<file path="src/rtl/dmem_arbiter.sv">
// rtl/dmem_arbiter.sv - round-robin two-port arbiter and access sequencer for a single-port data memory
module dmem_arbiter #(
    parameter int ADDR_W = 5,
    parameter int DATA_W = 32
) (
    input  logic              clk,
    input  logic              rst,
    input  logic              req0_valid,
    output logic              req0_ready,
    input  logic              req0_we,
    input  logic [ADDR_W-1:0] req0_addr,
    input  logic [DATA_W-1:0] req0_wdata,
    output logic              rsp0_valid,
    output logic [DATA_W-1:0] rsp0_rdata,
    input  logic              req1_valid,
    output logic              req1_ready,
    input  logic              req1_we,
    input  logic [ADDR_W-1:0] req1_addr,
    input  logic [DATA_W-1:0] req1_wdata,
    output logic              rsp1_valid,
    output logic [DATA_W-1:0] rsp1_rdata,
    output logic              mem_we,
    output logic [ADDR_W-1:0] mem_addr,
    output logic [DATA_W-1:0] mem_wdata,
    input  logic [DATA_W-1:0] mem_rdata
);

    typedef enum logic [1:0] {
        S_IDLE   = 2'd0,
        S_ACCESS = 2'd1,
        S_RESP   = 2'd2
    } state_t;

    state_t              state;
    state_t              state_nxt;
    logic                last;
    logic                lat_we;
    logic                lat_id;
    logic [ADDR_W-1:0]   lat_addr;
    logic [DATA_W-1:0]   lat_wdata;
    logic [DATA_W-1:0]   rsp_data;
    logic                grant0;
    logic                grant1;

    // On contention the requester that did not win last time gets the slot.
    always_comb begin
        grant0 = 1'b0;
        grant1 = 1'b0;
        if (req0_valid && req1_valid) begin
            grant0 = last;
            grant1 = ~last;
        end else begin
            grant0 = req0_valid;
            grant1 = req1_valid;
        end
    end

    always_ff @(posedge clk) begin
        if (rst) begin
            state <= S_IDLE;
        end else begin
            state <= state_nxt;
        end
    end

    always_comb begin
        state_nxt  = state;
        req0_ready = 1'b0;
        req1_ready = 1'b0;
        mem_we     = 1'b0;
        mem_addr   = '0;
        mem_wdata  = '0;
        rsp0_valid = 1'b0;
        rsp1_valid = 1'b0;
        rsp0_rdata = '0;
        rsp1_rdata = '0;
        case (state)
            S_IDLE: begin
                req0_ready = grant0;
                req1_ready = grant1;
                if (grant0 || grant1) begin
                    state_nxt = S_ACCESS;
                end
            end
            S_ACCESS: begin
                mem_we    = lat_we;
                mem_addr  = lat_addr;
                mem_wdata = lat_wdata;
                state_nxt = S_RESP;
            end
            S_RESP: begin
                rsp0_valid = ~lat_id;
                rsp1_valid = lat_id;
                rsp0_rdata = lat_id ? '0 : rsp_data;
                rsp1_rdata = lat_id ? rsp_data : '0;
                state_nxt  = S_IDLE;
            end
            default: begin
                state_nxt = S_IDLE;
            end
        endcase
    end

    // Request payload is sampled only on the handshake; read data only in ACCESS.
    always_ff @(posedge clk) begin
        if (rst) begin
            last      <= 1'b1;
            lat_we    <= 1'b0;
            lat_id    <= 1'b0;
            lat_addr  <= '0;
            lat_wdata <= '0;
            rsp_data  <= '0;
        end else begin
            if (state == S_IDLE && (grant0 || grant1)) begin
                lat_id    <= grant1;
                last      <= grant1;
                lat_we    <= grant1 ? req1_we    : req0_we;
                lat_addr  <= grant1 ? req1_addr  : req0_addr;
                lat_wdata <= grant1 ? req1_wdata : req0_wdata;
            end
            if (state == S_ACCESS) begin
                rsp_data <= lat_we ? '0 : mem_rdata;
            end
        end
    end

endmodule

</file>
<file path="config.mk">
export PLATFORM = sky130hd
export DESIGN_NAME = dmem_arbiter
export DESIGN_NICKNAME = d
export VERILOG_FILES = /design/src/rtl/dmem_arbiter.sv
export SDC_FILE = /design/constraint.sdc
export NUM_CORES = 1
export LEC_CHECK = 0
export ABC_AREA = 1
export CAP_MARGIN = 20
export CELL_PAD_IN_SITES_DETAIL_PLACEMENT = 2
export CELL_PAD_IN_SITES_GLOBAL_PLACEMENT = 2
export CORE_ASPECT_RATIO = 0.9
export CORE_MARGIN = 3
export CORE_UTILIZATION = 18
export DETAILED_ROUTE_END_ITERATION = 10
export HOLD_SLACK_MARGIN = 0.1
export PLACE_DENSITY = 0.76
export SYNTH_ARGS = -nofsm -noshare
export SYNTH_HDL_FRONTEND = slang
export SYNTH_SLANG_ARGS = --single-unit
</file>
<file path="constraint.sdc">
create_clock -name clk -period 1.5 [get_ports clk]
set_input_delay 0.3 -clock clk [delete_from_list [all_inputs] [get_ports clk]]
set_output_delay 0.3 -clock clk [all_outputs]
set_load 0.01 [all_outputs]
</file>
==> results summary, run 1 <==
The worst hold slack came out at 484 ps. Across all setup checks in the final design, the least slack found is -241 ps. The mean cell area of the mapped netlist is 5.79 um2. The count of antenna diodes in the layout came out at 0. The number of placement rows came out at 50. The critical path startpoint category is a flop. The number of antenna violations at the first check in global routing came out at 0. The number of distinct standard cells referenced by the synthesized netlist is 14. The detailed-route DRC error count came out at 0. The largest net degree at the start of global routing is 44. During placement, the flow inserted port buffers numbering 217. The floorplan die width came out at 162 um. The total power is 6.84 mW. The detailed placement HPWL came out at 12.9 mm.

TritonCTS built the clock tree. The synthesized flop and latch total came out at 74. The first global-routing pass estimated 29.0 mm of wire. For this run, the register share of the synthesized area comes to 0.375. The worst setup path is of the flop to primary output kind. The cell depth of the worst hold path came out at 2. The highest fanout seen on the critical path is 6. The final-stage net count is 1027. The final max-slew violation count came out at 0. The final standard cell utilization of the core is 0.371. The level count of the clock H-tree is 3. The endpoint identified for the worst register-to-register timing path is lat_wdata[0]$_SDFFE_PP0P_. For the pin with the worst max-slew slack, the measured transition is 371 ps.

The ratio of cells with drive above 1 in the final layout is 0.324. Routability-driven placement finished with a final weighted congestion of 0.713. The buffer depth of the longest clock path is 2.

The placed cell area came out at 0.00654 mm2. The total of max-cap violations is 0. For this configuration, the core starts out at a cell density of 0.186. The worst hold path terminates at rsp_data[0]$_SDFFE_PP0N_. For this run, the number of Yosys warnings is 0. The number of hold-slack violations in the final timing report is 0. The leakage power total came out at 3.50 nW. The highest clock rate is 0.574 GHz. The number of primary I/O pins came out at 218.

The number of nets in the synthesized netlist is 795. The insertion delay of the later-clocked pin in the worst-skew pair is 340 ps. The checks that failed: negative setup slack. The die outline height is 147 um. The required time of the worst setup path is 1200 ps. The region available for standard cell placement spans 0.0212 mm2. For this design, the CTS-stage hold fixing added 0 buffers.

The signal arrival time at the worst endpoint is 1440 ps. Using the TritonRoute via totals, the vias-per-cell ratio works out to 4.24. The maximum ir drop on the vdd rail is 511 uV. The area of the mapped netlist is 0.00395 mm2. The depth of the worst register-to-register path came out at 9. The shortest clock period the worst path allows after layout came out at 1740 ps. Dividing the final minimum period by the clock period gives 1.16.

The flow ran to the end, but the final reports show violations. The overall overflow remaining after global route came out at 0. The synthesis-to-layout area growth is 99.0%. The startpoint identified for the worst hold timing path is rsp_data[0]$_SDFFE_PP0N_. Across the routed clock network, the largest skew measured is 5.63 ps. The aggregate routed wire length is 20.9 mm. The cell sitting at the root of the clock tree is a clkbuf_16. The clock drives 74 sinks. The number of instances in the synthesized netlist is 683.

The final antenna-violating net count is 0. The number of global-route vias before repair came out at 5271. The number of buffers created by CTS came out at 9.

The initial DRC count is 134. The count of endpoints failing setup in the final report is 106. Setup repair after global routing could not meet its margin everywhere.

The die covers 0.0238 mm2. The power density over the cells came out at 870 mW/mm2. The global router's overall resource usage came out at 0.154. Before antenna repair, the detailed router went through 6 iterations.

In the final timing run, aggregate negative setup slack is -17990 ps. The per-cell routed wire length is 17.3 um. The clock transition at the registers of the reported paths is 60 ps.

The worst setup path is captured at a primary output. The final standard cell area without fillers came out at 0.00786 mm2. The worst relative slew slack is 0.753. The register-to-register setup slack came out at 20 ps. The path class of the lowest-slack min-delay path is flop to flop.

The worst register-to-register path begins at state[1]$_SDFFE_PP0P_. The total number of vias came out at 5111.
where the power goes:
group,internal (mW),switching (mW)
Sequential,2.16,0.0735
Clock,1.37,0.888
Combinational,1.08,1.25
worst max path at each step:
stage | endpoint | slack, ps | cells past startpoint | from
detailed placement | req1_ready | -570 | 6 | req1_valid
CTS | mem_wdata[21] | -280 | 6 | state[1]$_SDFFE_PP0P_
global placement | req1_ready | -520 | 6 | req1_valid
finish | mem_wdata[14] | -240 | 7 | state[1]$_SDFFE_PP0P_
global route | rsp0_rdata[10] | -320 | 6 | state[1]$_SDFFE_PP0P_
floorplan | req0_ready | 230 | 6 | last$_SDFFE_PP1P_
cells in the final DEF, fill, tap and decap left out, drive strengths merged:
cell / count
nand2: 195
nor2: 181
buf: 146
clkdlybuf4s50: 110
inv: 79
nand3: 74
dfxtp: 74
o21ai: 32
clkbuf: 20
clkinv: 5
a21oi: 1
clkinvlp: 1
bufinv: 1
dlygate4sd2: 1
cells in the mapped netlist, drive strengths merged:
cell / number / area (um2)
nand2: 194 / 733
nor2: 181 / 679
inv: 80 / 300
dfxtp: 74 / 1480
nand3: 74 / 370
o21ai: 32 / 160
clkbuf: 25 / 93.8
buf: 21 / 124
a21oi: 1 / 5.00
clkinv: 1 / 3.75
cell type report:
type	count	area [um2]
fill	2431	13300
clock buffer	11	253
inverter	81	312
multi-input combinational	483	2630
timing repair buffer	266	2770
sequential	74	1490
tap	286	358
clock inverter	5	52.6
flip-flops by register name, indices dropped and copies added, names as in the netlist:
signal	count
rsp_data	32
lat_we	1
lat_wdata	32
lat_addr	5
last	1
state	2
lat_id	1
layer usage:
layer / vias to the layer above / track usage / routed length (um)
li1: 2511 / - / -
met1: 2475 / 0.185 / 8760
met2: 109 / 0.278 / 11000
met3: 16 / 0.0352 / 862
met4: 0 / 0.0388 / 261
met5: - / 0 / 0
metrics by stage:
step,setup WS (ps),std cells
global route,-322,1206
finish,-241,1206
detailed placement,-569,1165
CTS,-284,1189
global placement,-522,1165
floorplan,229,683
worst max-delay path, stage by stage (launching register included):
cell and delay (ps):
dfxtp_2 330, inv_4 70, buf_6 110, nand2_8 90, clkbuf_16 180, buf_12 120, nor2_4 80, buf_6 110
cell families after synthesis:
kind of cell,synth area share
buffers and inverters,0.132
AOI/OAI and AO/OA,0.0418
DFF,0.375
and+or+nand+nor,0.451
what timing repair did:
item,4_1_cts,5_1_grt
pin swaps,3,20
setup buffers,3,7
endpoints found under the setup margin,133,144
resized for setup,446,266
gates cloned,5,11
endpoints found under the hold margin,0,0
(Power assumes the default switching activity.)
==> inputs of run 2 (changes only) <==
--- a/config.mk
+++ b/config.mk
@@ -18,3 +18,4 @@
 export SYNTH_ARGS = -nofsm -noshare
 export SYNTH_HDL_FRONTEND = slang
 export SYNTH_SLANG_ARGS = --single-unit
+export TNS_END_PERCENT = 50
==> run 2 against run 1 <==
  * The flow still finishes with violations (negative setup slack)
  * Highest routed layer unchanged
  * Total power shrank 9.7%
  * Critical path depth is 1 lower
  * Clock-buffer cell count unchanged
  * Fmax rose by 0.58%
  * Clock skew shrank 2.2 ps
  * Final area down 12%
  * Non-clock buffer count down 18
  * Sequential power is essentially flat
  * Global-route usage is 0.57 points lower
  * Hold slack better by 0.65 ps
==> results summary, run 2 (same netlist as run 1, synthesis figures left out) <==
The number of hold-slack violations in the final timing report came out at 0 (unchanged). The buffer depth of the longest clock path is 2 (unchanged). In this run the worst hold path is classified as flop to flop.

The number of buffers created by CTS was 9 (unchanged). The ratio of cells with drive above 1 in the final layout came out at 0.265 (-0.0587). The detailed-route DRC error count is 0 (unchanged). The power density over the cells came out at 895 mW/mm2 (+2.9%).

The highest clock rate came out at 0.578 GHz (+0.58%). The floorplan die width is 162 um (unchanged). Leaving out fill and tap cells, the most frequent cells in the layout are nand2_1, nor2_1, clkdlybuf4s50_1.

The synthesis-to-layout area growth came out at 74.5%. The worst setup path is of the flop to primary output kind. The number of antenna violations at the first check in global routing came out at 0 (unchanged). The longest individual stage delay on the worst path came out at 320 ps (about the same). The cell depth of the worst hold path is 2 (unchanged). The worst hold slack is 485 ps (+0.653 ps). The global router's overall resource usage came out at 0.149 (-0.00566). The die footprint is 0.0238 mm2 (unchanged). The placer congestion estimate came out at 0.713 (unchanged). The signal arrival time at the worst endpoint came to 1430 ps (about the same). The final antenna-violating net count came out at 0 (unchanged). The overall overflow remaining after global route is 0 (unchanged). The routing usage on met3 was 0.0363 (+0.00113).

The largest registers in the layout are lat_wdata x32, rsp_data x32, lat_addr x5. The transition time at the pin with the least slew margin is 386 ps (+15.5 ps). The shortest clock period the worst path allows after layout was 1730 ps (-10.0 ps). The run finished, with violations left. The placeable core area is 0.0212 mm2 (unchanged). The final max-slew violation count is 0 (unchanged). The clock transition at the registers of the reported paths is 60 ps (about the same). The most common cell after layout, fill and taps aside is nand2_1. The maximum ir drop on the vdd rail came out at 460 uV (-9.9%). The count of endpoints failing setup in the final report is 106 (unchanged). The checks that failed: negative setup slack. The number of clock sinks seen by CTS came out at 74 (unchanged). TritonCTS built the clock tree.

Setup repair after global routing could not meet its margin everywhere. The total number of vias came out at 4931 (-3.5%). The hold-fix buffer count after cts came out at 0 (unchanged). The count of buffer and inverter cells on the critical path was 4 (-1). The required time of the worst setup path came out at 1200 ps (about the same). The most congested layer reported by global routing is met2.

The number of input and output port buffers inserted is 217 (unchanged). The count of antenna diodes in the layout is 0 (unchanged). The met2 track utilization from global routing is 0.262 (-0.0151). The largest net degree at the start of global routing came out at 44 (unchanged). The number of global-route vias before repair is 5189 (-1.6%).

The number of placement rows was 50 (unchanged). The die outline height came to 147 um (unchanged). The insertion delay of the later-clocked pin in the worst-skew pair is 330 ps (about the same). The share of the clock period used by the worst path after layout came to 1.15 (-0.00668). The final standard cell area without fillers came to 0.00690 mm2 (-12%). The initial DRC count came to 136 (+1.5%).

The per-cell routed wire length is 15.9 um (-8.3%). The starting density of the core came to 0.186 (unchanged). The critical path startpoint category is a flop.

The critical path goes through inv_2, buf_4, nand2_8, clkbuf_16, nor2_1, buf_2. The highest fanout seen on the critical path was 14 (+8). The count of buffers added by post-CTS timing repair for setup is 0 (-3). The worst clock skew on the final layout is 3.45 ps (-2.18 ps). The worst relative slew slack was 0.743 (-0.0103). The placed cell area is 0.00654 mm2 (unchanged). The cell family contributing the most delay on the critical path is buffers and inverters. The final setup slack of the worst path is -231 ps (+10.0 ps). The detailed placement HPWL came out at 12.9 mm (unchanged). The final-stage net count is 1008 (-1.9%). The wire length of the first global-routing pass was 28.1 mm (-3.0%).

The depth of the worst register-to-register path is 7 (-2). The number of vias per cell came out at 4.15 (-2.0%). The leakage power total was 3.27 nW (-6.4%). The worst setup path is captured at a primary output. The number of primary I/O pins was 218 (unchanged). The total of max-cap violations came out at 0 (unchanged). The layout filler cell count came to 2534 (+4.2%). The met1 usage in global routing is 0.179 (-0.00547).

The master cell of the clock root buffer is clkbuf_16. The total stage count of the critical path is 6 (-1). The aggregate routed wire length is 18.8 mm (-9.8%). The detailed-router iteration count before antenna repair is 4 (-2).

The level count of the clock H-tree came to 3 (unchanged). The cell with the biggest individual delay on the critical path is dfxtp_2.
-- run 2: cell types whose count changed in the layout (fill, tap and decap cells not counted), moves of 18 or more --
cell	previous run	this run
nor2_4	60	14
buf_2	54	87
buf_6	59	16
nor2_2	32	57
nor2_1	89	110
nand2_1	170	188
-- run 2: layer usage --
metal	routed length (um)	vias to the layer above
met3	866	15
met5	0	-
li1	-	2468
met1	8230	2338
met2	9450	110
met4	278	0
-- run 2: worst register-to-register path, stage by stage (launching register included) --
cell and delay, ps:
dfxtp_2 330, inv_2 50, buf_4 150, nand2_8 90, buf_8 150, buf_4 300
nand3_1 140, o21ai_0 90
-- run 2: final cells by class --
cell class | instances | area, um2 | area share
Multi-Input combinational cell | 482 | 2230 | 0.324
Timing Repair Buffer | 248 | 2210 | 0.320
Sequential cell | 74 | 1490 | 0.215
Tap cell | 286 | 358 | 0.0519
Inverter | 81 | 304 | 0.0441
Clock buffer | 11 | 253 | 0.0367
Clock inverter | 5 | 52.6 | 0.00762
-- run 2: stage by stage --
step / setup WS, ps / total power, mW / std cells / utilization / setup TNS (ps)
2_1_floorplan: 229 / 3.09 / 683 / - / 0
3_3_place_gp: -522 / 3.83 / 1165 / 0.308 / -36800
3_5_place_dp: -569 / 3.88 / 1165 / 0.308 / -42610
4_1_cts: -302 / 6.18 / 1183 / 0.308 / -21010
5_1_grt: -320 / 6.61 / 1187 / 0.325 / -27650
6_report: -231 / 6.17 / 1187 / 0.325 / -17560
-- run 2: what timing repair did --
item | CTS | global route
cloned | 2 | 4
resized for setup | 463 | 94
hold endpoints to repair | 0 | 0
pin swaps | 2 | 3
setup endpoints to repair | 133 | 144
-- run 2: worst paths after layout --
path                                                   to                      from  slack, ps
worst max register to register  rsp_data[12]$_SDFFE_PP0N_     state[1]$_SDFFE_PP0P_        120
worst min-delay path             rsp_data[7]$_SDFFE_PP0N_  rsp_data[7]$_SDFFE_PP0N_        490
worst max-delay path                         mem_wdata[8]     state[1]$_SDFFE_PP0P_       -230
worst min register to register   rsp_data[7]$_SDFFE_PP0N_  rsp_data[7]$_SDFFE_PP0N_        490
-- run 2: power by group --
part	switching, mW	leakage, nW	internal, mW
sequential	0.0701	0.611	2.16
combinational	0.948	2.51	0.750
clock	0.867	0.151	1.37
total	1.89	3.27	4.29
==> inputs of run 3 (changes only) <==
--- a/config.mk
+++ b/config.mk
@@ -14,7 +14,7 @@
 export CORE_UTILIZATION = 18
 export DETAILED_ROUTE_END_ITERATION = 10
 export HOLD_SLACK_MARGIN = 0.1
-export PLACE_DENSITY = 0.76
+export PLACE_DENSITY_LB_ADDON = 0.1
 export SYNTH_ARGS = -nofsm -noshare
 export SYNTH_HDL_FRONTEND = slang
 export SYNTH_SLANG_ARGS = --single-unit
==> run 3 against run 2 <==
  * The flow still finishes with violations (negative setup slack)
  * Total power shrank 0.86%
  * Final area grew 0.42%
  * Worst setup slack got worse by 52 ps
  * Global-route usage is 0.52 points higher
  * First-iteration DRC count increased by 27%
  * Die area unchanged
  * Largest cell class is now non-clock buffers
==> results summary, run 3 (same netlist as run 1, synthesis figures left out) <==
The flow ran to the end, but the final reports show violations. The checks that failed: negative setup slack. The floorplan die width is 162 um (unchanged). The portion of total power attributed to sequential cells came out at 0.366 (+0.004).

The clock share of power came out at 0.356 (-0.007). The master cell of the clock root buffer is clkbuf_16. The placed cell area came out at 0.00657 mm2 (+0.38%). The switching part of the total power came out at 0.307 (+0.00115). The number of hold-slack violations in the final timing report is 0 (unchanged). The final-stage net count was 1012 (+0.40%). The power density over the cells was 884 mW/mm2 (-1.3%). The placer congestion estimate is 0.726 (+1.8%). The total of max-cap violations came out at 0 (unchanged). The worst setup path is launched from a flop. The buffer depth of the longest clock path is 2 (unchanged).

The number of input and output port buffers inserted came out at 217 (unchanged). The worst clock skew on the final layout came out at 6.74 ps (+3.29 ps). The worst register-to-register path begins at state[1]$_SDFFE_PP0P_. The worst hold path begins at rsp_data[21]$_SDFFE_PP0N_. The share of the clock period used by the worst path after layout is 1.19 (+0.0347). The level count of the clock H-tree is 3 (unchanged).

In this run the worst hold path is classified as flop to flop. The ratio of cells with drive above 1 in the final layout came out at 0.240 (-0.0252). The insertion delay of the later-clocked pin in the worst-skew pair is 340 ps (about the same).

The number of global-route vias before repair came to 5679 (+9.4%). The count of antenna diodes in the layout came out at 0 (unchanged). The final standard cell area without fillers is 0.00692 mm2 (+0.42%). The count of endpoints failing setup in the final report came to 106 (unchanged). The highest fanout seen on the critical path came to 33 (+19). The number of clock sinks seen by CTS is 74 (unchanged).

The detailed-route DRC error count came out at 0 (unchanged). The initial DRC count came to 173 (+27%). The library cells used most frequently in the layout, excluding fill and tap cells, are nand2_1, nor2_1, clkdlybuf4s50_1. The required time of the worst setup path is 1200 ps (about the same). The switching power came out at 1.88 mW (-0.48%). The launching instance or port of the critical path is state[0]$_SDFFE_PP0P_. The maximum ir drop on the vdd rail is 413 uV (-10%). The number of primary I/O pins came out at 218 (unchanged).

The layout filler cell count came out at 2521 (-0.51%). The global router's overall resource usage came to 0.154 (+0.00525). In the final layout, the registers with the most flip-flops are lat_wdata x32, rsp_data x32, lat_addr x5. The die outline height was 147 um (unchanged). The final setup slack of the worst path is -283 ps (-52.0 ps).

The worst relative slew slack came to 0.748 (+0.00499). The largest net degree at the start of global routing came out at 47 (+6.8%). The internal power component is 4.24 mW (-1.0%). The starting density of the core came out at 0.186 (unchanged). The shortest clock period the worst path allows after layout came out at 1780 ps (+52.0 ps). The detailed placement HPWL came to 13.5 mm (+4.6%). The wire length of the first global-routing pass came to 29.5 mm (+5.0%). The clock transition at the registers of the reported paths is 60 ps (about the same). The most common cell after layout, fill and taps aside is nand2_1.

The number of vias per cell came out at 4.16 (+0.17%). The die footprint was 0.0238 mm2 (unchanged). The overall overflow remaining after global route is 0 (unchanged). The detailed-router iteration count before antenna repair came out at 4 (unchanged).

The transition time at the pin with the least slew margin is 379 ps (-7.49 ps). The signal on the critical path passes through nor2_4, nand2_2, buf_12, nor2_1, clkdlybuf4s15_2. The number of placement rows came out at 50 (unchanged).

The leakage power total is 3.20 nW (-2.1%). The worst hold slack was 487 ps (+1.83 ps). Setup repair after global routing could not meet its margin everywhere. The register-to-register setup slack is 10 ps (-110 ps). The signal arrival time at the worst endpoint came out at 1480 ps (+50 ps).

The fraction of power consumed by combinational cells came to 0.278 (+0.003). The per-cell routed wire length was 15.3 um (-3.3%). The aggregate routed wire length is 18.2 mm (-3.1%). The total number of vias came out at 4952 (+0.43%). The final antenna-violating net count came out at 0 (unchanged). The slowest stage of the critical path is the dfxtp_4 cell. TritonCTS built the clock tree. The placeable core area was 0.0212 mm2 (unchanged). The number of buffers created by CTS came to 9 (unchanged). The longest individual stage delay on the worst path is 370 ps (+50 ps).

The setup path with the least slack is of type flop to primary output. The final max-slew violation count was 0 (unchanged). The synthesis-to-layout area growth came out at 75.2%. The type of destination of the critical path is a primary output.

The number of antenna violations at the first check in global routing was 0 (unchanged). The highest clock rate came out at 0.561 GHz (-2.9%).
run 3: changes by cell type in the layout (fill, tap and decap cells not counted), moves of 2 or more:
cell / previous run / this run
buf_6: 16 / 22
clkbuf_2: 0 / 8
nor2_2: 57 / 33
clkdlybuf4s15_2: 0 / 21
buf_2: 87 / 61
nor2_1: 110 / 134
clkbuf_16: 13 / 9
dfxtp_2: 3 / 1
run 3: worst paths after layout:
check,to,cells after the start
worst max-delay path,rsp1_rdata[30],5
worst min-delay path,rsp_data[21]$_SDFFE_PP0N_,2
worst max register to register,lat_wdata[31]$_SDFFE_PP0P_,9
worst min register to register,rsp_data[21]$_SDFFE_PP0N_,2
run 3: critical path, delay by kind of cell (launching register included):
family	cells	cell delay, ps
DFF	1	370
buffers and inverters	2	410
and+or+nand+nor	3	350
run 3: repair_timing:
item                       CTS  global route
setup endpoints to repair  141           144
gates resized for setup    424            75
buffers inserted             5             3
hold buffers                 0             0
pin swaps                    2             3
gates cloned                 2             0
run 3: routing by layer:
layer | vias to the layer above | track usage | routed length (um)
met3 | 8 | 0.0488 | 1010
met2 | 115 | 0.279 | 9180
met1 | 2355 | 0.180 | 7940
met4 | 0 | 0.0243 | 116
met5 | - | 0 | 0
li1 | 2474 | - | -
run 3: power groups by stage:
stage | Clock (mW) | Sequential (mW) | Combinational (mW)
floorplan | 0 | 2.26 | 0.839
global placement | 0 | 2.27 | 1.57
finish | 2.18 | 2.24 | 1.70
detailed placement | 0 | 2.28 | 1.63
CTS | 2.29 | 2.24 | 1.69
global route | 2.38 | 2.26 | 1.93
run 3: stage by stage:
| stage | util | TNS [ps] | cells | setup slack (ps) | power, mW |
|---|---|---|---|---|---|
| after detailed placement | 0.310 | -41760 | 1165 | -545 | 3.91 |
| after CTS | 0.324 | -20560 | 1187 | -303 | 6.22 |
| final | 0.326 | -16910 | 1190 | -283 | 6.12 |
| after global placement | 0.310 | -34270 | 1165 | -506 | 3.83 |
| after global routing | 0.326 | -27360 | 1190 | -359 | 6.57 |
| after floorplan | - | 0 | 683 | 229 | 3.09 |
run 3: cell type report:
class	count	area, um2	area share
Multi-Input combinational cell	482	2170	0.313
Tap cell	286	358	0.0517
Timing Repair Buffer	252	2320	0.334
Clock buffer	10	239	0.0345
Sequential cell	74	1490	0.215
Clock inverter	5	55.1	0.00795
Inverter	81	304	0.0439
